<file path="config.mk">
export PLATFORM = sky130hd
export DESIGN_NAME = mc_main_fsm_flat
export DESIGN_NICKNAME = d
export VERILOG_FILES = /design/src/rtl/mc_main_fsm_pkg.sv /design/src/rtl/mc_main_fsm_if.sv /design/src/rtl/mc_main_outdec.sv /design/src/rtl/mc_main_fsm.sv /design/src/flat_wrapper.sv
export SDC_FILE = /design/constraint.sdc
export NUM_CORES = 1
export LEC_CHECK = 0
export ABC_AREA = 1
export CORE_MARGIN = 10
export CORE_UTILIZATION = 31
export DETAILED_ROUTE_END_ITERATION = 6
export HOLD_SLACK_MARGIN = 0.06
export PLACE_DENSITY_LB_ADDON = 0.25
export RECOVER_POWER = 100
export SLEW_MARGIN = 0
export SYNTH_ARGS = -nofsm -noshare
export SYNTH_HDL_FRONTEND = slang
export SYNTH_SLANG_ARGS = --single-unit
</file>
<file path="constraint.sdc">
create_clock -name clk -period 1.1 [get_ports clk]
set_input_delay 0.22 -clock clk [delete_from_list [all_inputs] [get_ports clk]]
set_output_delay 0.22 -clock clk [all_outputs]
set_load 0.005 [all_outputs]
</file>
<file path="src/rtl/mc_main_fsm_pkg.sv">
// mc_ctrl_pkg: shared definitions for the multi-cycle MIPS controller.
//   - state_t     : main FSM state encoding (FETCH=0 .. JUMP=11)
//   - OP_*        : supported opcodes (instr[31:26])
//   - ALUOP_*     : aluop classes handed to the ALU decoder
//   - PCSRC_*     : PC source mux encodings
//   - ALUSRCB_*   : ALU B-input mux encodings
//   - ctrl_t      : control word produced by the state decoder
//   - op_legal()  : true for opcodes the main FSM knows how to sequence
package mc_ctrl_pkg;

  localparam int STATE_W = 4;

  typedef enum logic [STATE_W-1:0] {
    FETCH   = 4'd0,
    DECODE  = 4'd1,
    MEMADR  = 4'd2,
    MEMRD   = 4'd3,
    MEMWB   = 4'd4,
    MEMWR   = 4'd5,
    EXECUTE = 4'd6,
    ALUWB   = 4'd7,
    BRANCH  = 4'd8,
    ADDIEX  = 4'd9,
    ADDIWB  = 4'd10,
    JUMP    = 4'd11
  } state_t;

  localparam logic [5:0] OP_RTYPE = 6'b000000;
  localparam logic [5:0] OP_LW    = 6'b100011;
  localparam logic [5:0] OP_SW    = 6'b101011;
  localparam logic [5:0] OP_BEQ   = 6'b000100;
  localparam logic [5:0] OP_ADDI  = 6'b001000;
  localparam logic [5:0] OP_J     = 6'b000010;

  localparam logic [1:0] ALUOP_ADD   = 2'b00;
  localparam logic [1:0] ALUOP_SUB   = 2'b01;
  localparam logic [1:0] ALUOP_FUNCT = 2'b10;

  localparam logic [1:0] PCSRC_ALU    = 2'b00;
  localparam logic [1:0] PCSRC_ALUOUT = 2'b01;
  localparam logic [1:0] PCSRC_JUMP   = 2'b10;

  localparam logic [1:0] ALUSRCB_B     = 2'b00;
  localparam logic [1:0] ALUSRCB_FOUR  = 2'b01;
  localparam logic [1:0] ALUSRCB_IMM   = 2'b10;
  localparam logic [1:0] ALUSRCB_IMMSH = 2'b11;

  typedef struct packed {
    logic       memtoreg;
    logic       regdst;
    logic       iord;
    logic [1:0] pcsrc;
    logic       alusrca;
    logic [1:0] alusrcb;
    logic       irwrite;
    logic       memwrite;
    logic       pcwrite;
    logic       branch;
    logic       regwrite;
    logic [1:0] aluop;
    logic       done;     // last state of an instruction
  } ctrl_t;

  function automatic logic op_legal(input logic [5:0] op);
    return (op == OP_LW) || (op == OP_SW) || (op == OP_RTYPE) ||
           (op == OP_BEQ) || (op == OP_ADDI) || (op == OP_J);
  endfunction

endpackage

</file>
<file path="src/rtl/mc_main_fsm_if.sv">
// mc_main_fsm_if: bundle between the main control FSM and the datapath.
//   master (FSM)      : reads op/mem_ready, drives enables, selects,
//                       aluop, illegal_op, instr_done, state_dbg
//   slave  (datapath) : the mirror image
interface mc_main_fsm_if #(parameter int STATE_W = 4);
  logic [5:0]         op;
  logic               mem_ready;
  logic               memtoreg;
  logic               regdst;
  logic               iord;
  logic [1:0]         pcsrc;
  logic               alusrca;
  logic [1:0]         alusrcb;
  logic               irwrite;
  logic               memwrite;
  logic               pcwrite;
  logic               branch;
  logic               regwrite;
  logic [1:0]         aluop;
  logic               illegal_op;
  logic               instr_done;
  logic [STATE_W-1:0] state_dbg;

  modport master (
    input  op, mem_ready,
    output memtoreg, regdst, iord, pcsrc, alusrca, alusrcb, irwrite,
           memwrite, pcwrite, branch, regwrite, aluop, illegal_op,
           instr_done, state_dbg
  );

  modport slave (
    output op, mem_ready,
    input  memtoreg, regdst, iord, pcsrc, alusrca, alusrcb, irwrite,
           memwrite, pcwrite, branch, regwrite, aluop, illegal_op,
           instr_done, state_dbg
  );
endinterface

</file>
<file path="src/rtl/mc_main_outdec.sv">
// mc_main_outdec: combinational state -> control word decoder (Moore).
//   state : current main FSM state
//   ctrl  : datapath control word; fields not set in a state are 0
module mc_main_outdec
  import mc_ctrl_pkg::*;
(
  input  state_t state,
  output ctrl_t  ctrl
);

  always_comb begin
    ctrl = '0;
    case (state)
      FETCH: begin
        ctrl.alusrcb = ALUSRCB_FOUR;
        ctrl.irwrite = 1'b1;
        ctrl.pcwrite = 1'b1;
        ctrl.aluop   = ALUOP_ADD;
        ctrl.pcsrc   = PCSRC_ALU;
      end
      DECODE:  ctrl.alusrcb = ALUSRCB_IMMSH;  // precompute branch target
      MEMADR: begin
        ctrl.alusrca = 1'b1;
        ctrl.alusrcb = ALUSRCB_IMM;
      end
      MEMRD:   ctrl.iord = 1'b1;
      MEMWB: begin
        ctrl.regwrite = 1'b1;
        ctrl.memtoreg = 1'b1;
        ctrl.done     = 1'b1;
      end
      MEMWR: begin
        ctrl.iord     = 1'b1;
        ctrl.memwrite = 1'b1;
        ctrl.done     = 1'b1;
      end
      EXECUTE: begin
        ctrl.alusrca = 1'b1;
        ctrl.aluop   = ALUOP_FUNCT;
      end
      ALUWB: begin
        ctrl.regdst   = 1'b1;
        ctrl.regwrite = 1'b1;
        ctrl.done     = 1'b1;
      end
      BRANCH: begin
        ctrl.alusrca = 1'b1;
        ctrl.aluop   = ALUOP_SUB;
        ctrl.pcsrc   = PCSRC_ALUOUT;
        ctrl.branch  = 1'b1;
        ctrl.done    = 1'b1;
      end
      ADDIEX: begin
        ctrl.alusrca = 1'b1;
        ctrl.alusrcb = ALUSRCB_IMM;
      end
      ADDIWB: begin
        ctrl.regwrite = 1'b1;
        ctrl.done     = 1'b1;
      end
      JUMP: begin
        ctrl.pcsrc   = PCSRC_JUMP;
        ctrl.pcwrite = 1'b1;
        ctrl.done    = 1'b1;
      end
      default: ctrl = '0;
    endcase
  end

endmodule

</file>
<file path="src/rtl/mc_main_fsm.sv">
// mc_main_fsm: main control FSM of the multi-cycle MIPS processor.
//   clk, rst_n : clock (rising edge), asynchronous active-low reset
//   bus        : mc_main_fsm_if.master
//                in : op (instr[31:26]), mem_ready
//                out: datapath enables/selects, aluop, illegal_op,
//                     instr_done, state_dbg
// Optional: define MC_MAIN_FSM_MEMWAIT_EN to stall FETCH, MEMRD and MEMWR
// until mem_ready=1. Without it mem_ready is ignored.
module mc_main_fsm #(
  parameter int STATE_W = 4   // >= 4 to hold the 12 states
) (
  input  logic          clk,
  input  logic          rst_n,
  mc_main_fsm_if.master bus
);
  import mc_ctrl_pkg::*;

  state_t state;
  ctrl_t  cw;
  logic   mem_ok;
  logic   illegal;
  logic   done;

`ifdef MC_MAIN_FSM_MEMWAIT_EN
  assign mem_ok = bus.mem_ready;
`else
  logic unused_mem_ready;
  assign unused_mem_ready = bus.mem_ready;
  assign mem_ok           = 1'b1;
`endif

  always_ff @(posedge clk or negedge rst_n) begin
    if (!rst_n) begin
      state <= FETCH;
    end else begin
      case (state)
        FETCH:   if (mem_ok) state <= DECODE;
        DECODE: begin
          case (bus.op)
            OP_LW, OP_SW: state <= MEMADR;
            OP_RTYPE:     state <= EXECUTE;
            OP_BEQ:       state <= BRANCH;
            OP_ADDI:      state <= ADDIEX;
            OP_J:         state <= JUMP;
            default:      state <= FETCH;
          endcase
        end
        MEMADR:  state <= (bus.op == OP_LW) ? MEMRD : MEMWR;
        MEMRD:   if (mem_ok) state <= MEMWB;
        MEMWR:   if (mem_ok) state <= FETCH;
        EXECUTE: state <= ALUWB;
        ADDIEX:  state <= ADDIWB;
        MEMWB, ALUWB, BRANCH, ADDIWB, JUMP: state <= FETCH;
        default: state <= FETCH;
      endcase
    end
  end

  mc_main_outdec u_outdec (
    .state (state),
    .ctrl  (cw)
  );

  assign illegal = (state == DECODE) && !op_legal(bus.op);
  // A stalled store is not finished until the memory accepts it.
  assign done    = (cw.done && ((state != MEMWR) || mem_ok)) || illegal;

  // Selects follow the state (FETCH during reset); strobes are also
  // masked by rst_n so nothing writes while reset is held.
  assign bus.memtoreg   = cw.memtoreg;
  assign bus.regdst     = cw.regdst;
  assign bus.iord       = cw.iord;
  assign bus.pcsrc      = cw.pcsrc;
  assign bus.alusrca    = cw.alusrca;
  assign bus.alusrcb    = cw.alusrcb;
  assign bus.aluop      = cw.aluop;
  assign bus.irwrite    = cw.irwrite  & rst_n;
  assign bus.memwrite   = cw.memwrite & rst_n;
  assign bus.pcwrite    = cw.pcwrite  & rst_n;
  assign bus.branch     = cw.branch   & rst_n;
  assign bus.regwrite   = cw.regwrite & rst_n;
  assign bus.illegal_op = illegal     & rst_n;
  assign bus.instr_done = done        & rst_n;
  assign bus.state_dbg  = STATE_W'(state);

endmodule

</file>
<file path="src/flat_wrapper.sv">
// flat-port wrapper written by rule: the top's interface ports become plain ports
module mc_main_fsm_flat import mc_ctrl_pkg::*;
#(
  parameter int STATE_W = 4                                
)
  (clk, rst_n, bus_op, bus_mem_ready, bus_memtoreg, bus_regdst, bus_iord, bus_pcsrc, bus_alusrca, bus_alusrcb, bus_irwrite, bus_memwrite, bus_pcwrite, bus_branch, bus_regwrite, bus_aluop, bus_illegal_op, bus_instr_done, bus_state_dbg);
  mc_main_fsm_if #(.STATE_W(STATE_W)) bus_i ();
  input  logic clk;
  input  logic rst_n;
  input wire logic [$bits(bus_i.op)-1:0] bus_op;
  input wire logic [$bits(bus_i.mem_ready)-1:0] bus_mem_ready;
  output wire logic [$bits(bus_i.memtoreg)-1:0] bus_memtoreg;
  output wire logic [$bits(bus_i.regdst)-1:0] bus_regdst;
  output wire logic [$bits(bus_i.iord)-1:0] bus_iord;
  output wire logic [$bits(bus_i.pcsrc)-1:0] bus_pcsrc;
  output wire logic [$bits(bus_i.alusrca)-1:0] bus_alusrca;
  output wire logic [$bits(bus_i.alusrcb)-1:0] bus_alusrcb;
  output wire logic [$bits(bus_i.irwrite)-1:0] bus_irwrite;
  output wire logic [$bits(bus_i.memwrite)-1:0] bus_memwrite;
  output wire logic [$bits(bus_i.pcwrite)-1:0] bus_pcwrite;
  output wire logic [$bits(bus_i.branch)-1:0] bus_branch;
  output wire logic [$bits(bus_i.regwrite)-1:0] bus_regwrite;
  output wire logic [$bits(bus_i.aluop)-1:0] bus_aluop;
  output wire logic [$bits(bus_i.illegal_op)-1:0] bus_illegal_op;
  output wire logic [$bits(bus_i.instr_done)-1:0] bus_instr_done;
  output wire logic [$bits(bus_i.state_dbg)-1:0] bus_state_dbg;
  assign bus_i.op = bus_op;
  assign bus_i.mem_ready = bus_mem_ready;
  assign bus_memtoreg = bus_i.memtoreg;
  assign bus_regdst = bus_i.regdst;
  assign bus_iord = bus_i.iord;
  assign bus_pcsrc = bus_i.pcsrc;
  assign bus_alusrca = bus_i.alusrca;
  assign bus_alusrcb = bus_i.alusrcb;
  assign bus_irwrite = bus_i.irwrite;
  assign bus_memwrite = bus_i.memwrite;
  assign bus_pcwrite = bus_i.pcwrite;
  assign bus_branch = bus_i.branch;
  assign bus_regwrite = bus_i.regwrite;
  assign bus_aluop = bus_i.aluop;
  assign bus_illegal_op = bus_i.illegal_op;
  assign bus_instr_done = bus_i.instr_done;
  assign bus_state_dbg = bus_i.state_dbg;
  mc_main_fsm #(.STATE_W(STATE_W)) u_core (.clk(clk), .rst_n(rst_n), .bus(bus_i));
endmodule
</file>
==> results of run 1 <==
==> cell usage after synthesis <==
cell type | instances | area (µm²)
nor2_2 | 1 | 6.26
nor2_1 | 26 | 97.6
nand3_1 | 10 | 50.1
nand2_2 | 2 | 12.5
dfrtp_1 | 4 | 100
nand4_1 | 2 | 12.5
nand2_1 | 23 | 86.3
inv_1 | 16 | 60.1
a21oi_1 | 1 | 5.00
o21ai_0 | 4 | 20.0
o22ai_1 | 1 | 6.26
nor2_4 | 1 | 11.3
==> per-stage QoR <==
| stage | util (%) | hold slack, ns | worst slack (ns) | instances | setup TNS (ns) |
|---|---|---|---|---|---|
| 4_1_cts | 91.7 | 0.264 | -0.464 | 183 | -8.19 |
| 3_5_place_dp | 71.2 | 0.519 | -0.891 | 160 | -11.99 |
| 3_3_place_gp | 71.2 | 0.499 | -0.822 | 160 | -11.33 |
| 2_1_floorplan | - | -0.0756 | -0.0860 | 91 | -0.287 |
==> repair_timing <==
| action | 4_1_cts |
|---|---|
| pin swaps | 23 |
| endpoints found under the setup margin | 25 |
| hold buffers | 0 |
| gates cloned | 0 |
| resized for setup | 142 |
| setup buffers | 21 |
==> kinds of logic after synthesis <==
family	share of synthesized area [%]
buf+inv	12.8
flops	21.4
simple gates	59.1
compound gates	6.68
==> reports/metrics.yaml, run 1 <==
run_status:
  status: "did not finish"
  stop_stage: "5_1_grt"
  error_line: "[ERROR DPL-0038] Utilization greater than 100%, impossible to legalize"
place:
  place_congestion: 0.831
  portBuffers: 28
  dpl_cell_area_um2: 972
  dp_hpwl_um: 1640
synthesis:
  syn_inst: 91
  syn-num-nets: 100
  syn_area_um2: 468
  yosys_warnings: 0
  synth_seq_cells: 4
  seq_area_frac_synth_pct: 21.4
  avgSynthCellArea_um2: 5.14
  ys_types: 12
timing:
  worst_endpoint: "bus_regwrite"
  worst_path_end_type: "primary output"
floorplan:
  row_count: 13
  die_w_um: 58.9
  ioPinCount: 30
  fp.dieH_um: 58.9
  start_util_pct: 34.2
clock_tree:
  clock_sinks: 4
  clock_path_buffers: 2
  clock-root-buffer: "clkbuf_4"
  h-tree-depth: 1
  numCtsBuffers: 3
global_routing:
  grt_max_degree: 8
==> run 2: changes to the inputs <==
- CORE_AREA: unset -> 10 10 71 73
- CORE_MARGIN: 10 -> unset
- CORE_UTILIZATION: 31 -> unset
- DIE_AREA: unset -> 0 0 81 83
- HOLD_SLACK_MARGIN: 0.06 -> unset
- PLACE_DENSITY_LB_ADDON: 0.25 -> 0.15
- clock period: 1.1 -> 1.4 ns (I/O delays scaled with it)
==> reports/metrics.yaml, run 2 <==
run_status:
  status: "complete, but fails checks"
  violations: "negative setup slack"
worst_setup_path:
  cp-end-kind: "primary output"
  max_stage_delay_ns: 0.42
  cpMaxStageDelayCell: "dfrtp_2"
  path_max_fanout: 3
  cp.arrival_ns: 1.35
  crit_type: "reg2out"
  cp-start-kind: "flip-flop"
  cp.required_ns: 1.12
  r2r_setup_slack_ns: -0.03
  crit_chain: "buf_12 -> nor2_4 -> buf_6 -> nand2_1 -> a21oi_2 -> buf_2"
pwr:
  p_int_mw: 1.01
  cellLeakagePower_nw: 0.722
  p_seq_share_pct: 11.0
  power_frac_clock_pct: 14.4
  sw_frac_of_total_pct: 39.8
  p_comb_share_pct: 74.6
  power_density_nw_per_um2: 1230
  peakVddDrop_mv: 0.387
  switching_power_uw: 665
cells_and_area:
  area_growth_pct: 190
  n_antenna_cell: 0
  drive_gt1_share_pct: 67.3
  final_util_pct: 37.3
  largest_reg_flops: 4
  num-fill-cells: 405
  fin_nets: 182
  final_common_cell: "buf_4"
  instances_no_fill: 219
  mostFrequentLayoutCells: "buf_4 (38), nand2_1 (14), buf_6 (14)"
synthesis:
  synth_edf_count: 0  # unchanged
  synth_common_cells: "nor2_1 (26), nand2_1 (23), inv_1 (16), nand3_1 (10)"
  synth.top_cell.area_share_pct: 21.4  # unchanged
  avgSynthCellArea_um2: 5.14  # unchanged
  synth_seq_cells: 4  # unchanged
  syn_inst: 91  # unchanged
  ys_types: 12  # unchanged
  synth.area.top_cells: "dfrtp_1 (21%), nor2_1 (21%), nand2_1 (18%)"
  seq_area_frac_synth_pct: 21.4  # unchanged
  yosysMostFrequentCell: "nor2_1"
  yosys_most_used_dff: "dfrtp_1"
  yosys_warnings: 0  # unchanged
  syn_area_um2: 468  # unchanged
  synth_largest_area_cell: "dfrtp_1"
  async_reset_ff_share_pct: 100  # unchanged
  syn-num-nets: 100  # unchanged
routing:
  routedWlPerCell_um: 10.6
  via_count: 862
  drt_pass1_iterations: 4
  wl_um: 2330
  ant_nets: 0
  drtIter0Drc: 30
  drc: 0
  vias_per_cell: 3.94
clock_tree:
  clock_path_buffers: 2  # unchanged
  clock-root-buffer: "clkbuf_8"
  cts_tree: "built"
  h-tree-depth: 1  # unchanged
  clock_sinks: 4  # unchanged
  numCtsBuffers: 3  # unchanged
  clk_latency_ns: 0.21
  clk_pin_slew_ns: 0.03
place:
  place_inst: 196  # +23%
  place_congestion: 0.827  # -0.46%
  dp_slack_ns: -0.714  # +0.177 ns
  dp_hpwl_um: 1760  # +7.0%
  portBuffers: 28  # unchanged
global_routing:
  grt_pass1_vias: 900
  track_usage_pct: 6.70
  grt_remaining_overflow: 0
  antenna_found_initial: 0
  use_met3_pct: 1.62
  grt.met2_usage_pct: 11.9
  grt_first_pass_wirelength_um: 3770
  grt_max_degree: 6
  use_met1_pct: 6.94
  grt_busiest_layer: "met2"
timing:
  setup_viol: 19
  finalCriticalPeriod_ns: 1.63
  finalCritPeriodShare_pct: 116
  hold_viol: 0
  tightest_slew_ns: 0.206
  rsz0062_at_grt: "yes"
  max_freq_mhz: 613
  finClkSkew_ns: 0.00186
  slew_viol_final: 0
  slew_headroom_pct: 86.3
  fin_setup_tns_ns: -2.79
  setup_slack_ns: -0.231
floorplan:
  start_util_pct: 12.9  # -21 points
  core-area_um2: 3630
  die_w_um: 81  # +38%
  ioPinCount: 30  # unchanged
  fp.dieH_um: 83  # +41%
  row_count: 22  # +9
  dieArea_um2: 6720
job:
  drv_cap: 0
min_path:
  hold_path_class: "in2async"
[run 2: critical path, delay by kind of cell (launching register included)]
family	cells	cell delay [ns]
AOI/OAI and AO/OA	1	0.12
and+or+nand+nor	2	0.22
DFF	1	0.42
buffers and inverters	3	0.37
[run 2: kinds of logic (layout without fill, tap and decap cells)]
group                  Yosys count  count (layout)  synth area share [%]
and+or+nand+nor                 65              65                  59.1
buffers and inverters           16              96                  12.8
AOI/OAI and AO/OA                6               6                  6.68
DFF                              4               4                  21.4
[run 2: power groups by stage]
stage	combinational (mW)	clock, mW	sequential, mW
after detailed placement	0.816	0	0.181
after floorplan	0.277	0	0.179
final	1.25	0.240	0.184
after global placement	0.818	0	0.180
after CTS	1.11	0.249	0.181
after global routing	1.36	0.256	0.188
[run 2: final cells by class]
type	count	area, µm²	area share [%]
inverters	16	65.1	4.80
repair buffers	77	617	45.5
multi-input cells	71	468	34.5
well taps	48	60.1	4.43
clock buffers	3	41.3	3.05
flip-flops and latches	4	104	7.66
[run 2: per-layer routing]
layer  share of wire (%)  vias to the layer above  wire length (µm)
met1                  41                      379               942
met2                  50                       34              1170
met5                   0                        -                 0
li1                    -                      443                 -
met4                 2.0                        0                47
met3                 7.2                        6               168
[run 2: worst paths after layout]
check | start | end | cells past startpoint
hold / removal | rst_n | u_core.bus.state_dbg[0] | 2
setup / recovery | u_core.bus.state_dbg[2] | bus_regwrite | 6
min in group clk | bus_op[3] | u_core.bus.state_dbg[2] | 4
hold reg to reg | u_core.bus.state_dbg[3] | u_core.bus.state_dbg[1] | 6
setup reg to reg | u_core.bus.state_dbg[0] | u_core.bus.state_dbg[1] | 9
max in group asynchronous | rst_n | u_core.bus.state_dbg[2] | 2
[run 2: timing repair]
item / in CTS / in global routing
setup endpoints to repair: 21 / 21
buffers inserted: 16 / 5
cloned: 0 / 0
hold buffers: 0 / 0
endpoints found under the hold margin: 0 / 0
resized for setup: 129 / 29
pin swaps: 25 / 15
[run 2: per-stage QoR]
stage	hold WS (ns)	total power, mW	instance area [µm²]
2_1_floorplan	-0.0156	0.456	468
3_3_place_gp	0.693	0.998	1030
3_5_place_dp	0.694	0.997	1030
4_1_cts	0.198	1.54	1260
5_1_grt	0.243	1.80	1360
6_report	0.209	1.67	1360
Power figures use the tool's default switching activity.
==> run 3: changes to the inputs <==
- HOLD_SLACK_MARGIN: unset -> 0.15
- PLACE_DENSITY: unset -> 0.41
- PLACE_DENSITY_LB_ADDON: 0.15 -> unset
- RECOVER_POWER: 100 -> unset
==> reports/metrics.yaml, run 3 (synthesized netlist as in run 2, its figures left out) <==
run_status:
  status: "complete, but fails checks"
  violations: "negative setup slack"
cells_and_area:
  final_common_cell: "buf_4"
  largest_reg_flops: 4  # unchanged
  mostFrequentLayoutCells: "buf_4 (26), nand2_1 (17), buf_6 (17)"
  fin_nets: 170  # -6.6%
  final_area_um2: 1270  # -6.2%
  final_util_pct: 35.0  # -2.3 points
  drive_gt1_share_pct: 60.4  # -6.9 points
  area_growth_pct: 172
  n_antenna_cell: 0  # unchanged
floorplan:
  fp.dieH_um: 83  # unchanged
  row_count: 22  # unchanged
  die_w_um: 81  # unchanged
  ioPinCount: 30  # unchanged
  start_util_pct: 12.9  # unchanged
  dieArea_um2: 6720  # unchanged
  core-area_um2: 3630  # unchanged
pwr:
  cellLeakagePower_nw: 0.693  # -4.1%
  peakVddDrop_mv: 0.291  # -25%
  power_density_nw_per_um2: 1160  # -5.6%
timing:
  setup_slack_ns: -0.203  # +0.0272 ns
  rsz0062_at_grt: "yes"
  slew_viol_final: 0  # unchanged
  max_freq_mhz: 624  # +1.7%
  slew_headroom_pct: 85.3  # -1.0 points
  finalCriticalPeriod_ns: 1.60  # -0.0272 ns
  fin_setup_tns_ns: -2.19  # +0.604 ns
  tightest_slew_ns: 0.220  # +0.0146 ns
  hold_viol: 0  # unchanged
  finClkSkew_ns: 0.000452  # -0.00141 ns
  setup_viol: 17  # -2
  finalCritPeriodShare_pct: 115  # -1.9 points
clock_tree:
  clock-root-buffer: "clkbuf_8"
  clk_latency_ns: 0.21  # about the same
  numCtsBuffers: 3  # unchanged
  h-tree-depth: 1  # unchanged
  clock_sinks: 4  # unchanged
  cts_tree: "built"
  postCtsHoldBufs: 0  # unchanged
  clk_pin_slew_ns: 0.03  # about the same
  clock_path_buffers: 2  # unchanged
worst_setup_path:
  cp-start-kind: "flip-flop"
  crit_end: "bus_instr_done"
  worstReg2RegStart: "u_core.bus.state_dbg[2]"
  worst-path-buf-inv: 2  # -1
  cp-end-kind: "primary output"
  cp.arrival_ns: 1.32  # -0.03 ns
  path_max_fanout: 4  # +1
  crit_chain: "buf_6 -> nand2_4 -> nor2_4 -> nand2_1 -> nor2_1 -> nand2_1 -> nand2_1 -> buf_2"
  r2r_setup_slack_ns: 0.04  # +0.07 ns
  crit_type: "reg2out"
  cpMostUsedCell: "nand2_1"
  cp.required_ns: 1.12  # about the same
  max_stage_delay_ns: 0.43  # about the same
  crit_cells: 8  # +2
  crit_start: "u_core.bus.state_dbg[0]"
  cpMaxStageDelayCell: "dfrtp_2"
  cp_top_family: "simple AND/OR/NAND/NOR gates"
  worst-r2r-cell-count: 9  # unchanged
  timing.rr.end: "u_core.bus.state_dbg[2]"
min_path:
  hold_path_class: "in2async"
job:
  drv_cap: 0  # unchanged
routing:
  routedWlPerCell_um: 10.7  # +0.93%
  ant_nets: 0  # unchanged
  wl_um: 2220  # -4.6%
  vias_per_cell: 3.83  # -2.7%
  drt_pass1_iterations: 4  # unchanged
  via_count: 793  # -8.0%
  drtIter0Drc: 20  # -33%
  drc: 0  # unchanged
global_routing:
  grt_max_degree: 6  # unchanged
  antenna_found_initial: 0  # unchanged
  grt_pass1_vias: 854  # -5.1%
  track_usage_pct: 6.44  # -0.26 points
  grt_remaining_overflow: 0  # unchanged
  grt_first_pass_wirelength_um: 3620  # -4.2%
place:
  dp_hpwl_um: 1730  # -1.4%
  portBuffers: 28  # unchanged
  place_congestion: 0.799  # -3.4%
  dpl_cell_area_um2: 973  # -5.1%
## run 3: power breakdown
part	leakage (nW)	total, mW	switching [mW]	internal [mW]
clock	0.0216	0.233	0.0505	0.182
sequential	0.0490	0.203	0.0546	0.149
combinational	0.622	1.04	0.486	0.557
total	0.693	1.48	0.591	0.888
## run 3: layout make-up
class / instances / area, µm²
Multi-Input combinational cell: 71 / 438
Inverter: 16 / 72.6
Tap cell: 48 / 60.1
Timing Repair Buffer: 65 / 556
Clock buffer: 3 / 41.3
Sequential cell: 4 / 104
Fill cell: 418 / 2360
## run 3: timing repair
| item | in CTS | in global routing |
|---|---|---|
| setup endpoints to repair | 21 | 18 |
| hold endpoints to repair | 0 | 0 |
| setup buffers | 10 | 6 |
| pin swaps | 19 | 10 |
| gates resized for setup | 124 | 29 |
## run 3: per-layer routing
metal  global-route usage, %  vias up  routed length, µm
met2                    12.2       14               1300
met4                    1.88        0                  0
met3                    1.40        0                106
li1                        -      418                  -
met5                       0        -                  0
met1                    6.63      361                811
## run 3: worst min-delay path by stage
stage          start                 endpoint  depth (start not counted)
5_1_grt        rst_n  u_core.bus.state_dbg[0]                          2
4_1_cts        rst_n  u_core.bus.state_dbg[3]                          2
3_5_place_dp   rst_n  u_core.bus.state_dbg[3]                          2
2_1_floorplan  rst_n  u_core.bus.state_dbg[0]                          0
6_report       rst_n  u_core.bus.state_dbg[3]                          2
3_3_place_gp   rst_n  u_core.bus.state_dbg[3]                          2
## run 3: metrics by stage
step / power [mW] / hold WS [ns] / setup WS [ns] / cells
2_1_floorplan: 0.456 / -0.0156 / 0.131 / 91
3_3_place_gp: 1.00 / 0.691 / -0.669 / 189
3_5_place_dp: 0.997 / 0.698 / -0.693 / 189
4_1_cts: 1.34 / 0.206 / -0.209 / 201
5_1_grt: 1.60 / 0.232 / -0.322 / 207
6_report: 1.48 / 0.198 / -0.203 / 207
## run 3: worst register-to-register path: cells and delay by family (launching register included)
family,cells,cell delay (ns)
simple gates,4,0.33
flops,1,0.44
buf+inv,5,0.47
